[src/rtl/muldiv_unit_if.sv]
// Handshake bundle between the EX stage and the iterative multiply/divide unit.
// The pipeline side is the master; the unit itself is the slave.
interface muldiv_unit_if #(
  parameter int XLEN = 32
);
  logic            flush;
  logic            in_valid;
  logic            in_ready;
  logic [5:0]      alu_control;
  logic [XLEN-1:0] operand_a;
  logic [XLEN-1:0] operand_b;
  logic            out_valid;
  logic            out_ready;
  logic [XLEN-1:0] result;
  logic            busy;

  modport master (
    output flush, in_valid, alu_control, operand_a, operand_b, out_ready,
    input  in_ready, out_valid, result, busy
  );

  modport slave (
    input  flush, in_valid, alu_control, operand_a, operand_b, out_ready,
    output in_ready, out_valid, result, busy
  );
endinterface

[src/rtl/muldiv_unit.sv]
// Iterative RV32M multiply/divide unit: shift-add multiply and restoring divide on
// magnitudes, one bit per cycle, with a single sign-fix cycle and a divide fast path.
module muldiv_unit #(
  parameter int XLEN  = 32,
  parameter int CNT_W = 6
) (
  input  logic        clk,
  input  logic        rst,
  muldiv_unit_if.slave bus
);

  localparam logic [5:0] OP_MUL    = 6'b000110;
  localparam logic [5:0] OP_MULH   = 6'b000111;
  localparam logic [5:0] OP_MULHU  = 6'b001000;
  localparam logic [5:0] OP_MULHSU = 6'b001001;
  localparam logic [5:0] OP_DIV    = 6'b001010;
  localparam logic [5:0] OP_DIVU   = 6'b001011;
  localparam logic [5:0] OP_REM    = 6'b001100;
  localparam logic [5:0] OP_REMU   = 6'b001101;

  localparam logic [CNT_W-1:0] CNT_LAST = CNT_W'(XLEN - 1);
  localparam logic [XLEN-1:0]  INT_MIN  = {1'b1, {(XLEN-1){1'b0}}};

  typedef enum logic [1:0] {IDLE, CALC, FIX, DONE} state_e;

  state_e            state_q, state_d;
  logic [CNT_W-1:0]  cnt_q, cnt_d;
  logic [5:0]        op_q, op_d;
  logic [XLEN-1:0]   opnd_q, opnd_d;    // multiplicand or divisor magnitude
  logic [2*XLEN-1:0] acc_q, acc_d;      // {partial/remainder, multiplier/quotient}
  logic              neg_q, neg_d;
  logic              rneg_q, rneg_d;
  logic [XLEN-1:0]   result_q, result_d;

  // Decode of the op being offered.
  logic [5:0]      code;
  logic            valid_code, accept, in_is_div, in_sgn_a, in_sgn_b;
  logic            a_neg, b_neg, div_zero, div_ovf;
  logic [XLEN-1:0] a_mag, b_mag, fast_res;

  assign code       = bus.alu_control;
  assign valid_code = (code >= OP_MUL) && (code <= OP_REMU);
  assign accept     = bus.in_valid && (state_q == IDLE) && valid_code;
  assign in_is_div  = code inside {OP_DIV, OP_DIVU, OP_REM, OP_REMU};
  assign in_sgn_a   = code inside {OP_MULH, OP_MULHSU, OP_DIV, OP_REM};
  assign in_sgn_b   = code inside {OP_MULH, OP_DIV, OP_REM};
  assign a_neg      = in_sgn_a && bus.operand_a[XLEN-1];
  assign b_neg      = in_sgn_b && bus.operand_b[XLEN-1];
  assign a_mag      = a_neg ? -bus.operand_a : bus.operand_a;
  assign b_mag      = b_neg ? -bus.operand_b : bus.operand_b;
  assign div_zero   = in_is_div && (bus.operand_b == '0);
  assign div_ovf    = (code inside {OP_DIV, OP_REM}) &&
                      (bus.operand_a == INT_MIN) && (bus.operand_b == '1);

  always_comb begin
    fast_res = '0;
    if (div_zero)
      fast_res = (code inside {OP_DIV, OP_DIVU}) ? '1 : bus.operand_a;
    else if (div_ovf)
      fast_res = (code == OP_DIV) ? INT_MIN : '0;
  end

  // One iteration of each algorithm.
  logic            op_is_div;
  logic [XLEN:0]   mul_sum, rem_sh, rem_diff;
  logic [2*XLEN-1:0] mul_next, div_next, prod;

  assign op_is_div = op_q inside {OP_DIV, OP_DIVU, OP_REM, OP_REMU};
  assign mul_sum   = {1'b0, acc_q[2*XLEN-1:XLEN]} + {1'b0, (acc_q[0] ? opnd_q : '0)};
  assign mul_next  = {mul_sum, acc_q[XLEN-1:1]};
  assign rem_sh    = acc_q[2*XLEN-1:XLEN-1];
  assign rem_diff  = rem_sh - {1'b0, opnd_q};
  assign div_next  = rem_diff[XLEN] ? {rem_sh[XLEN-1:0],   acc_q[XLEN-2:0], 1'b0}
                                    : {rem_diff[XLEN-1:0], acc_q[XLEN-2:0], 1'b1};
  assign prod      = neg_q ? -acc_q : acc_q;

  // NOTE: every combinational output gets a default first so no path infers a latch.
  always_comb begin
    state_d  = state_q;
    cnt_d    = cnt_q;
    op_d     = op_q;
    opnd_d   = opnd_q;
    acc_d    = acc_q;
    neg_d    = neg_q;
    rneg_d   = rneg_q;
    result_d = result_q;
    if (bus.flush) begin
      state_d = IDLE;
    end else begin
      unique case (state_q)
        IDLE: if (accept) begin
          op_d   = code;
          cnt_d  = '0;
          neg_d  = a_neg ^ b_neg;
          rneg_d = a_neg;
          if (div_zero || div_ovf) begin
            result_d = fast_res;
            state_d  = DONE;
          end else begin
            opnd_d  = in_is_div ? b_mag : a_mag;
            acc_d   = {{XLEN{1'b0}}, (in_is_div ? a_mag : b_mag)};
            state_d = CALC;
          end
        end
        CALC: begin
          acc_d = op_is_div ? div_next : mul_next;
          if (cnt_q == CNT_LAST) begin
            cnt_d   = '0;
            state_d = FIX;
          end else begin
            cnt_d = cnt_q + 1'b1;
          end
        end
        FIX: begin
          unique case (op_q)
            OP_MUL:          result_d = acc_q[XLEN-1:0];
            OP_DIV, OP_DIVU: result_d = neg_q ? -acc_q[XLEN-1:0] : acc_q[XLEN-1:0];
            OP_REM, OP_REMU: result_d = rneg_q ? -acc_q[2*XLEN-1:XLEN] : acc_q[2*XLEN-1:XLEN];
            default:         result_d = prod[2*XLEN-1:XLEN];
          endcase
          state_d = DONE;
        end
        DONE: if (bus.out_ready) state_d = IDLE;
        default: state_d = IDLE;
      endcase
    end
  end

  // NOTE: state registers use non-blocking assignments so every flop samples pre-edge values.
  always_ff @(posedge clk) begin
    if (rst) begin
      state_q  <= IDLE;
      cnt_q    <= '0;
      op_q     <= '0;
      opnd_q   <= '0;
      acc_q    <= '0;
      neg_q    <= 1'b0;
      rneg_q   <= 1'b0;
      result_q <= '0;
    end else begin
      state_q  <= state_d;
      cnt_q    <= cnt_d;
      op_q     <= op_d;
      opnd_q   <= opnd_d;
      acc_q    <= acc_d;
      neg_q    <= neg_d;
      rneg_q   <= rneg_d;
      result_q <= result_d;
    end
  end

  assign bus.in_ready  = (state_q == IDLE);
  assign bus.out_valid = (state_q == DONE);
  assign bus.busy      = (state_q != IDLE);
  assign bus.result    = result_q;

endmodule

[src/flat_wrapper.sv]
// flat-port wrapper written by rule: the top's interface ports become plain ports
module muldiv_unit_flat 
#(
  parameter int XLEN  = 32,
  parameter int CNT_W = 6
)
  (clk, rst, bus_flush, bus_in_valid, bus_alu_control, bus_operand_a, bus_operand_b, bus_out_ready, bus_in_ready, bus_out_valid, bus_result, bus_busy);
  muldiv_unit_if #(.XLEN(XLEN)) bus_i ();
  input  logic clk;
  input  logic rst;
  input wire logic [$bits(bus_i.flush)-1:0] bus_flush;
  input wire logic [$bits(bus_i.in_valid)-1:0] bus_in_valid;
  input wire logic [$bits(bus_i.alu_control)-1:0] bus_alu_control;
  input wire logic [$bits(bus_i.operand_a)-1:0] bus_operand_a;
  input wire logic [$bits(bus_i.operand_b)-1:0] bus_operand_b;
  input wire logic [$bits(bus_i.out_ready)-1:0] bus_out_ready;
  output wire logic [$bits(bus_i.in_ready)-1:0] bus_in_ready;
  output wire logic [$bits(bus_i.out_valid)-1:0] bus_out_valid;
  output wire logic [$bits(bus_i.result)-1:0] bus_result;
  output wire logic [$bits(bus_i.busy)-1:0] bus_busy;
  assign bus_i.flush = bus_flush;
  assign bus_i.in_valid = bus_in_valid;
  assign bus_i.alu_control = bus_alu_control;
  assign bus_i.operand_a = bus_operand_a;
  assign bus_i.operand_b = bus_operand_b;
  assign bus_i.out_ready = bus_out_ready;
  assign bus_in_ready = bus_i.in_ready;
  assign bus_out_valid = bus_i.out_valid;
  assign bus_result = bus_i.result;
  assign bus_busy = bus_i.busy;
  muldiv_unit #(.XLEN(XLEN), .CNT_W(CNT_W)) u_core (.clk(clk), .rst(rst), .bus(bus_i));
endmodule
[config.mk]
export PLATFORM = sky130hd
export DESIGN_NAME = muldiv_unit_flat
export DESIGN_NICKNAME = d
export VERILOG_FILES = /design/src/rtl/muldiv_unit_if.sv /design/src/rtl/muldiv_unit.sv /design/src/flat_wrapper.sv
export SDC_FILE = /design/constraint.sdc
export NUM_CORES = 1
export LEC_CHECK = 0
export CELL_PAD_IN_SITES_DETAIL_PLACEMENT = 0
export CELL_PAD_IN_SITES_GLOBAL_PLACEMENT = 2
export CORE_MARGIN = 3
export CORE_UTILIZATION = 37
export CTS_CLUSTER_DIAMETER = 40
export DETAILED_ROUTE_END_ITERATION = 7
export PLACE_DENSITY_LB_ADDON = 0.15
export SYNTH_ARGS = -nofsm -noshare
export SYNTH_HDL_FRONTEND = slang
export SYNTH_SLANG_ARGS = --single-unit
[constraint.sdc]
create_clock -name clk -period 11.95 [get_ports clk]
set_clock_uncertainty 0.05 [all_clocks]
set_input_delay 1.195 -clock clk [delete_from_list [all_inputs] [get_ports clk]]
set_output_delay 1.195 -clock clk [all_outputs]
set_load 0.01 [all_outputs]
==> report_table.html <==
<table>
<tr><th>Metric</th><th>Value</th></tr>
<tr><th colspan="2">Critical path</th></tr>
<tr><td>Logic depth of the worst register-to-register path</td><td>11</td></tr>
<tr><td>Beginning of the worst register-to-register path</td><td>u_core.acc_q[0]</td></tr>
<tr><td>Worst setup slack for register-to-register paths</td><td>6770 ps</td></tr>
<tr><td>Type of the worst setup path</td><td>reg2reg</td></tr>
<tr><td>Crit path launch type</td><td>register</td></tr>
<tr><td>Capture point of the critical path</td><td>u_core.bus.result[12]</td></tr>
<tr><td>Worst setup path startpoint</td><td>u_core.acc_q[0]</td></tr>
<tr><td>Max Fanout on Critical Path</td><td>32</td></tr>
<tr><td>Arrival time at the worst endpoint</td><td>5480 ps</td></tr>
<tr><td>Critical path required time</td><td>12,250 ps</td></tr>
<tr><td>Nature of the critical path endpoint</td><td>register</td></tr>
<tr><td>Capture point of the worst reg-to-reg path</td><td>u_core.bus.result[12]</td></tr>
<tr><th colspan="2">Place</th></tr>
<tr><td>Worst setup slack before clock tree synthesis</td><td>6529 ps</td></tr>
<tr><td>Final estimated routing congestion in global placement</td><td>0.9255</td></tr>
<tr><td>Port Buffers</td><td>109</td></tr>
<tr><td>Total instance count after detailed placement</td><td>2,696</td></tr>
<tr><td>Detailed-placement wirelength estimate</td><td>49,030 um</td></tr>
<tr><td>Placed Instance Area</td><td>16,300 um^2</td></tr>
<tr><th colspan="2">Layout</th></tr>
<tr><td>Fraction of layout cells with a size suffix above 1</td><td>0.04630</td></tr>
<tr><td>Area Overhead vs Synth</td><td>13.11%</td></tr>
<tr><td>Final-layout fill cell count</td><td>4,261</td></tr>
<tr><td>Final net count</td><td>2,341</td></tr>
<tr><td>Final std cells w/o fill</td><td>2,729</td></tr>
<tr><td>Post-Route Utilization</td><td>0.4247</td></tr>
<tr><td>Final instance area</td><td>16,910 um^2</td></tr>
<tr><th colspan="2">STA</th></tr>
<tr><td>Post-route worst hold slack</td><td>400.3 ps</td></tr>
<tr><td>Setup tns final</td><td>0 ps</td></tr>
<tr><td>Highest clock frequency the design can meet</td><td>0.1932 GHz</td></tr>
<tr><td>Minimum clock period after layout</td><td>5176 ps</td></tr>
<tr><td>Measured slew at the worst slew-check pin</td><td>1207 ps</td></tr>
<tr><td>Max transition margin</td><td>0.1953</td></tr>
<tr><td>Final hold violations</td><td>0</td></tr>
<tr><td>Final Worst Setup Slack</td><td>6774 ps</td></tr>
<tr><td>Period utilization</td><td>0.4331</td></tr>
<tr><td>Number of setup violations in the final report</td><td>0</td></tr>
<tr><td>RSZ-0062 raised after global routing</td><td>false</td></tr>
<tr><td>Max-slew violations</td><td>0</td></tr>
<tr><th colspan="2">Clock tree</th></tr>
<tr><td>Buffer levels on the longest clock path</td><td>2</td></tr>
<tr><td>Quantity of hold-fixing buffers added after cts</td><td>0</td></tr>
<tr><td>CTS root buf</td><td>sky130_fd_sc_hd__clkbuf_16</td></tr>
<tr><td>Number of instances resized during post-cts repair</td><td>0</td></tr>
<tr><td>Total clock buffers created by CTS</td><td>17</td></tr>
<tr><td>Post-CTS setup buffer count</td><td>0</td></tr>
<tr><td>Clock Sinks</td><td>144</td></tr>
<tr><td>Maximum level of the CTS H-tree</td><td>4</td></tr>
<tr><td>Reg clk slew, reported paths</td><td>70 ps</td></tr>
<tr><td>Clock latency at the later pin of the worst-skew pair</td><td>450 ps</td></tr>
<tr><td>Clock tree from TritonCTS</td><td>done</td></tr>
<tr><th colspan="2">Run status</th></tr>
<tr><td>Status</td><td>finished, final reports clean</td></tr>
<tr><th colspan="2">Yosys</th></tr>
<tr><td>Top cell types by occurrence after synthesis</td><td>sky130_fd_sc_hd__nand2_1 (338), sky130_fd_sc_hd__nor2_1 (234), sky130_fd_sc_hd__a21oi_1 (184), sky130_fd_sc_hd__o21ai_0 (165), sky130_fd_sc_hd__clkbuf_1 (145)</td></tr>
<tr><td>Count of cell types in the netlist</td><td>84</td></tr>
<tr><td>Yosys warnings</td><td>0</td></tr>
<tr><td>Post-synth top flop</td><td>sky130_fd_sc_hd__dfxtp_1</td></tr>
<tr><td>Average cell area after synthesis</td><td>6.818 um^2</td></tr>
<tr><td>Most area-hungry cell type in the Yosys netlist</td><td>sky130_fd_sc_hd__dfxtp_1</td></tr>
<tr><td>Dominant cell by count in the synthesized netlist</td><td>sky130_fd_sc_hd__nand2_1</td></tr>
<tr><td>Main area contributors after synthesis</td><td>sky130_fd_sc_hd__dfxtp_1 (19%), sky130_fd_sc_hd__nand2_1 (8.5%), sky130_fd_sc_hd__ha_1 (6.2%)</td></tr>
<tr><td>Share of the yosys chip area belonging to registers</td><td>0.1928</td></tr>
<tr><td>Number of synthesized flops with an enable pin</td><td>0</td></tr>
<tr><td>Number of synthesized register bits</td><td>144</td></tr>
<tr><td>Synthesized area</td><td>14,950 um^2</td></tr>
<tr><td>Synthesized net count</td><td>2,344</td></tr>
<tr><td>Async set or reset register ratio after synthesis</td><td>0</td></tr>
<tr><td>Share of the synthesized area in the top cell type</td><td>0.1928</td></tr>
<tr><td>Synthesized netlist cell count</td><td>2,193</td></tr>
<tr><th colspan="2">Global routing</th></tr>
<tr><td>Overall routing resource usage</td><td>0.2861</td></tr>
<tr><td>Wire length of the first global-routing pass</td><td>96,630 um</td></tr>
<tr><td>Initial antenna violation count</td><td>0</td></tr>
<tr><td>Via count of the first global-routing pass</td><td>15.30k</td></tr>
<tr><td>Pin count of the biggest net entering global routing</td><td>81</td></tr>
<tr><td>GR Overflow Total</td><td>0</td></tr>
<tr><th colspan="2">Power and ir drop</th></tr>
<tr><td>Clk network pwr share</td><td>0.412</td></tr>
<tr><td>Logic pwr share</td><td>0.231</td></tr>
<tr><td>Leakage power of the design</td><td>6.178 nW</td></tr>
<tr><td>Fraction of power consumed by sequential logic</td><td>0.357</td></tr>
<tr><td>Switching power total</td><td>0.4706 mW</td></tr>
<tr><td>Power density cells</td><td>82.60 nW/um^2</td></tr>
<tr><td>Worst IR drop on VDD</td><td>0.1027 mV</td></tr>
<tr><td>Cell internal pwr</td><td>0.9264 mW</td></tr>
<tr><td>Design Power</td><td>1.397 mW</td></tr>
<tr><td>Proportion of total power due to net switching</td><td>0.3369</td></tr>
<tr><th colspan="2">Route</th></tr>
<tr><td>Wirelength, routed</td><td>63,560 um</td></tr>
<tr><td>Via count of the routed design</td><td>16.45k</td></tr>
<tr><td>Vias per cell</td><td>6.029</td></tr>
<tr><td>Initial DRC Count</td><td>1,501</td></tr>
<tr><td>Drt drc</td><td>0</td></tr>
<tr><td>Post-route ant nets</td><td>0</td></tr>
<tr><td>Routed wirelength normalized by instance count</td><td>23.29 um</td></tr>
<tr><td>Drt first pass iters</td><td>6</td></tr>
<tr><th colspan="2">Die</th></tr>
<tr><td>Die area</td><td>42,860 um^2</td></tr>
<tr><td>I/O pin count</td><td>110</td></tr>
<tr><td>Placement Rows</td><td>73</td></tr>
<tr><td>Effective utilization at floorplan</td><td>0.3755</td></tr>
<tr><td>Horizontal extent of the die</td><td>207.0 um</td></tr>
<tr><td>Chip Height</td><td>207.0 um</td></tr>
<tr><td>Placeable core region</td><td>39,820 um^2</td></tr>
<tr><th colspan="2">Run</th></tr>
<tr><td>Maximum capacitance violations</td><td>0</td></tr>
<tr><th colspan="2">Min path</th></tr>
<tr><td>Class of the tightest hold or removal check</td><td>reg2reg</td></tr>
</table>
worst max-delay path, cell delays in order, from the launching register on:
cell	delay (ps)
sky130_fd_sc_hd__dfxtp_1	360
sky130_fd_sc_hd__inv_1	880
sky130_fd_sc_hd__ha_1	340
sky130_fd_sc_hd__or3b_2	480
sky130_fd_sc_hd__or3_1	410
sky130_fd_sc_hd__nor4_2	470
sky130_fd_sc_hd__nand2b_1	540
sky130_fd_sc_hd__o31ai_1	450
sky130_fd_sc_hd__xor2_1	190
sky130_fd_sc_hd__o21ai_0	520
sky130_fd_sc_hd__nand2_1	110
sky130_fd_sc_hd__a311oi_1	280
layer usage:
layer,part of all wire,track usage
met5,0,0
met4,0.030,0.09176
met3,0.059,0.04347
met2,0.46,0.4611
met1,0.46,0.3934
how the worst min path moves through the flow:
stage | start | end | slack [ps] | cells past startpoint
after detailed placement | u_core.op_q[5] | u_core.op_q[5] | 400 | 1
after global routing | u_core.opnd_q[5] | u_core.opnd_q[5] | 420 | 2
after global placement | u_core.opnd_q[26] | u_core.opnd_q[26] | 390 | 2
after CTS | u_core.opnd_q[26] | u_core.opnd_q[26] | 400 | 2
final | u_core.opnd_q[26] | u_core.opnd_q[26] | 400 | 2
after floorplan | u_core.op_q[4] | u_core.op_q[4] | 380 | 1
cell usage in the layout, fill, tap and decap left out, drive strengths merged, types with 26 or more instances in the layout:
| cell type | count |
|---|---|
| dfxtp | 144 |
| nor2 | 235 |
| xor2 | 70 |
| nand2 | 338 |
| ha | 74 |
| o31ai | 38 |
| mux2i | 32 |
| nand2b | 33 |
| o21ai | 170 |
| inv | 74 |
| or4 | 27 |
| o221ai | 29 |
| xnor2 | 86 |
| nor3 | 40 |
| a21oi | 185 |
| o211ai | 52 |
| a211oi | 60 |
| or3 | 31 |
| buf | 26 |
| clkdlybuf4s50 | 108 |
| nand3 | 48 |
cell families after synthesis:
logic type | after synthesis | share of synthesized area
AOI/OAI and AO/OA | 707 | 0.3088
xor gates and xnor gates | 156 | 0.09138
adders and majority gates | 76 | 0.06460
buffers and inverters | 221 | 0.05690
DFF | 144 | 0.1928
muxes | 33 | 0.02218
and+or+nand+nor | 856 | 0.2633
cell type report:
class,instances,area [um^2],share of cell area
multi-input combinational,1828,11240,0.6647
sequential,144,2884,0.1705
timing repair buffer,134,1276,0.07546
tap,525,656.9,0.03884
clock buffer,18,439.2,0.02597
inverter,65,244.0,0.01443
clock inverter,14,167.7,0.009913
antenna,1,2.502,0.0001480
sequential cells by signal (all words and copies together), names as in the netlist:
name,cells
u_core.opnd_q,32
u_core.rneg_q,1
u_core.op_q,6
u_core.cnt_q,6
u_core.state_q,2
u_core.bus.result,32
u_core.neg_q,1
u_core.acc_q,64
power groups by stage:
stage / logic (mW) / clock network [mW] / registers [mW]
2_1_floorplan: 0.209 / 0 / 0.502
3_3_place_gp: 0.316 / 0 / 0.509
3_5_place_dp: 0.317 / 0 / 0.510
4_1_cts: 0.318 / 0.581 / 0.498
5_1_grt: 0.350 / 0.603 / 0.500
6_report: 0.322 / 0.576 / 0.499
(Power assumes the default switching activity.)
